`config.mk`:
```
export PLATFORM = sky130hd
export DESIGN_NAME = py_strobe_gen
export DESIGN_NICKNAME = d
export VERILOG_FILES = /design/src/rtl/py_sched_pkg.sv /design/src/rtl/py_strobe_gen.sv
export SDC_FILE = /design/constraint.sdc
export NUM_CORES = 1
export LEC_CHECK = 0
export BUFFER_PORTS_ARGS = -buffer_cell sky130_fd_sc_hd__clkbuf_2
export CAP_MARGIN = 15
export CORE_AREA = 2 2 39 41
export DETAILED_ROUTE_END_ITERATION = 16
export DIE_AREA = 0 0 41 43
export PLACE_DENSITY = 0.43
export SYNTH_ARGS = -nofsm -noshare
export SYNTH_HDL_FRONTEND = slang
export SYNTH_SLANG_ARGS = --single-unit
```
`constraint.sdc`:
```
create_clock -name clk_6M -period 3.4 [get_ports clk_6M]
set_clock_uncertainty 0.05 [all_clocks]
set_input_delay 0.68 -clock clk_6M [delete_from_list [all_inputs] [get_ports clk_6M]]
set_output_delay 0.68 -clock clk_6M [all_outputs]
set_load 0.005 [all_outputs]
```
`src/rtl/py_sched_pkg.sv`:
```
// Shared types and constants for the payload-phase sequencer.
// Latency: n/a (declarations only). Backpressure: n/a.
// Holds the state encoding, rate selector, phase lengths and small decode helpers.
package py_sched_pkg;

    typedef enum logic [2:0] {
        ST_IDLE  = 3'd0,
        ST_GUARD = 3'd1,
        ST_SYNC  = 3'd2,
        ST_PYLD  = 3'd3,
        ST_TAIL  = 3'd4,
        ST_DRAIN = 3'd5,
        ST_DONE  = 3'd6
    } seq_state_t;

    typedef enum logic [1:0] {
        RATE_BR    = 2'd0,
        RATE_DQPSK = 2'd1,
        RATE_8DPSK = 2'd2
    } rate_t;

    localparam int DIV_BR     = 6;
    localparam int DIV_DQPSK  = 3;
    localparam int DIV_8DPSK  = 2;
    localparam int GUARD_CLKS = 30;
    localparam int SYNC_SYMS  = 11;
    localparam int SYM_CLKS   = 6;
    localparam int SYNC_CLKS  = SYNC_SYMS * SYM_CLKS;

    // Terminal divider count for a rate; the strobe fires on this value.
    function automatic logic [2:0] div_last(input rate_t rate);
        logic [2:0] last;
        last = 3'(DIV_BR - 1);
        case (rate)
            RATE_DQPSK: last = 3'(DIV_DQPSK - 1);
            RATE_8DPSK: last = 3'(DIV_8DPSK - 1);
            default:    last = 3'(DIV_BR - 1);
        endcase
        return last;
    endfunction

    // States in which the payload strobe runs.
    function automatic logic is_active(input seq_state_t s);
        return (s == ST_PYLD) || (s == ST_TAIL) || (s == ST_DRAIN);
    endfunction

endpackage

```
`src/rtl/py_strobe_gen.sv`:
```
// Symbol-rate divider and strobe decode for the payload phase.
// Latency: strobe is combinational from the registered divider. Backpressure: none.
// Ports: clk_6M/rstz clock+reset, clear forces the divider to 0, enable lets it count,
// rate selects the period, strobe is high when the divider sits on its terminal count.
module py_strobe_gen
    import py_sched_pkg::*;
(
    input  logic  clk_6M,
    input  logic  rstz,
    input  logic  clear,
    input  logic  enable,
    input  rate_t rate,
    output logic  strobe
);

    logic [2:0] div;
    logic [2:0] last;

    assign last = div_last(rate);

    always_ff @(posedge clk_6M or negedge rstz) begin
        if (!rstz) begin
            div <= 3'd0;
        end else if (clear) begin
            div <= 3'd0;
        end else if (enable) begin
            div <= (div == last) ? 3'd0 : div + 3'd1;
        end
    end

    assign strobe = enable && (div == last);

endmodule

```
; ---- After elaboration in Yosys (flattened, before gate mapping)
; Index checks and enable logic that the tools add are counted.
[word_totals]
register_bits = 3
word_cells = 11
inputBits = 6
[op_classes]
n_eq_ne = 3
n_mux = 4
add_sub_neg = 1
n_reduce_logical = 2
[ops]
columns = operator, count
row1 = $mux W3, 3
row2 = $pmux W3 S2, 1
row3 = $add A3 B1 Y3 const B, 1
row4 = $eq A3 B3 Y1, 1
row5 = $eq A2 B1 Y1 const B, 1
row6 = $eq A2 B2 Y1 const B, 1
row7 = $reduce_bool A2 Y1, 1
row8 = $logic_and A1 B1 Y1, 1

; ---- Longest topological paths before layout
[logic_depth]
depth_word = 6
ltp_mapped = 5
mapped_depth_nobuf = 5

; ---- Worst setup path after synthesis
; Ideal clock, no wire load.
[synth_path]
path_type = in2out
startpoint = input rate[1]
endpoint = output strobe
slack_ns = 1.111
path_stages = 5
t_arrival_ns = 1.559
required_ns = 2.670
cell_sequence = inv_1 > ha_1 > or3b_1 > o21ai_0 > and3_2
[synth_between]
elab_chain_len = 4
word_cells_on_any_way = 5
cone_classes = 3 x eq/ne / 1 x mux / 1 x reduce/logical
[synth_lines]
columns = item, line_no
row1 = start: declaration, py_strobe_gen.sv:12  ; input rate_t rate,
row2 = $eq A2 B2 Y1 or $eq A2 B1 Y1 (tied branches), py_sched_pkg.sv:34  ; case (rate)
row3 = $pmux W3 S2 *, py_sched_pkg.sv:34
row4 = $eq A3 B3 Y1 *, py_strobe_gen.sv:31  ; assign strobe = enable && (div == last);
row5 = $logic_and A1 B1 Y1 *, py_strobe_gen.sv:31
row6 = end: declaration, py_strobe_gen.sv:13  ; output logic strobe
; Every way passes the cells marked *; elsewhere a longest branch is shown, timed or not.

; ---- Final worst setup path
; Ends and elaborated chain as after synthesis.

==> results.ini <==
[synth]
synthSimpleGateAreaFrac_pct=15.1
synth_largest_area_cell=dfrtp_1
synth.net_count=31
synth_compound_area_share_pct=22.1
synth_xor_area_share_pct=8.14
syn_inst=23
synth.avg_cell_area_um2=9.36
synth_cell_types=15
ys_top_cells_by_area=dfrtp_1 (35%), ha_1 (12%), a211oi_1 (7.0%)
synth_top_family_by_area=compound AO/OA/AOI/OAI gates
netlist_area_um2=215
synth_seq_cells=3
yosysSeqAreaShare_pct=34.9
synthAdderAreaFrac_pct=11.6
synth_mux_area_share_pct=4.65
yosys_warnings=0
yosysTopAreaCellShare_pct=34.9

[detailed_routing]
finalWirelength_um=406
drc_errors=0
final_antenna_net_count=0
drtIter0Drc=1
vias_per_cell=4.00
avgRoutedWirePerCell_um=8.29
dr.pass1.iters=2
vias=196

[finish]
final_common_cell=clkbuf_2
reg.largest.list=div x3
fin_nets=42
regMostFlops=div
final_cell_mix=clkbuf_2 (6), nand2_1 (3), clkbuf_4 (3), dfrtp_1 (3)
syn_to_final_growth_pct=35.5
finalNonFillerCells=49
fin_util_pct=21.1
layout-drive-gt1-share_pct=30.3
largest_reg_flops=3
design_area_um2=292
n_antenna_cell=0

[global_routing]
met3_usage_pct=1.57
overflow=0
use_met1_pct=7.79
grt_pass1_wl_um=745
first_global_vias=213
antenna_found_initial=0
grt_usage_pct=6.65
grt.met2_usage_pct=8.44
busiest_layer=met2
grt_max_degree=7

[clock_tree]
cts_made_buffers=3
tritoncts=done
insertion_delay_ns=0.23
cts-resized-gates=0
cts_buffer_depth=2
h-tree-depth=1
cts_hold_buf=0
cts_root_buf=clkbuf_4
clk_pin_slew_ns=0.04
postCtsSetupRepairBufs=0
cts_num_sinks=3

[die]
die_x_um=41
core-area_um2=1380
io_pins=7
die_y_um=43
core.rowCount=14
initial_core_util_pct=15.6
die_area_um2=1760

[critical_path]
cp_max_fo=3
startpoint=rate[1]
critPathLaunchType=input pin
path_class=in2out
worstPathArrival_ns=1.79
required_ns=2.67
cp-end-kind=primary output
regToRegSetupSlack_ns=2.17
r2r-start=div[2]

[sta]
final_max_slew_viol_count=0
fmax_ghz=0.397
setup_tns_ns=0
relSlewSlack_pct=83.4
finalCritPeriodShare_pct=74.1
rsz0062_at_grt=no
setup_violations=0
tightest_slew_ns=0.247
fin_crit_ns=2.52
hold_viol_final=0

[hold_path]
hold_class=in2async

[place]
portBuffers=6
dpl_cell_area_um2=265
gp_congestion=0.646
place_inst=45
place_hpwl_um=339

[power_and_ir_drop]
p_int_mw=0.0906
switchingPower_mw=0.0283
p_total_mw=0.119
pwr-share-comb_pct=15.1
pwr-share-seq_pct=33.7
swShare_pct=23.8
peakVddDrop_uv=125
pwr-share-clk_pct=51.1
leakage_nw=0.139
p_per_area_nw_per_um2=408

[run_status]
status=finished, final reports clean

[job]
drv_cap=0

## final cells by class
class                           instances  area, um2
Clock buffer                            4       26.3
Fill cell                             158       1090
Inverter                                2       7.51
Multi-Input combinational cell         18        133
Sequential cell                         3       75.1
Tap cell                               16       20.0
Timing Repair Buffer                    6       30.0
## kinds of logic after synthesis
group / Yosys count
fa+ha+maj: 2
mux: 1
compound gates: 7
flops: 3
buf+inv: 2
simple gates: 6
xor+xnor: 2
## synth_stat cells
cell type and instances:
a211oi_1 2, and3_2 1, inv_1 2, nand2_1 3
a311o_1 1, or3b_1 1, nand3_1 1, ha_1 2
a21oi_1 1, dfrtp_1 3, mux2i_1 1, o31ai_1 1
xor2_1 1, o21ai_0 2, xnor2_1 1
## worst max-delay path: stages
cell,delay (ns)
clkbuf_2,0.07
inv_1,0.03
ha_1,0.20
or3b_1,0.39
o21ai_0,0.11
and3_2,0.21
clkbuf_2,0.10
## final timing paths
kind                           to  cells past startpoint
max reg2reg                div[0]                      3
min reg2reg                div[0]                      2
max                        strobe                      7
min in group clk_6M        div[0]                      2
min                        div[2]                      1
max in group asynchronous  div[0]                      1
## power groups by stage
stage                     clock (mW)  combinational (mW)  sequential (mW)
after floorplan                    0              0.0114           0.0400
after CTS                     0.0640              0.0185           0.0401
after detailed placement           0              0.0183           0.0406
after global routing          0.0651              0.0213           0.0406
final                         0.0608              0.0180           0.0401
after global placement             0              0.0185           0.0406
## metrics by stage
stage          setup slack (ns)  hold slack [ns]
2_1_floorplan              1.11            0.334
3_5_place_dp              0.867            0.432
5_1_grt                   0.776            0.194
4_1_cts                   0.864            0.185
3_3_place_gp              0.857            0.432
6_report                  0.879            0.190
## routing by layer
| metal | vias up | share of wire (%) |
|---|---|---|
| met5 | - | 0 |
| met4 | 0 | 0 |
| met3 | 0 | 6.7 |
| met2 | 5 | 49 |
| met1 | 87 | 44 |
| li1 | 104 | - |
No activity file was read; power rests on OpenSTA's default activity.
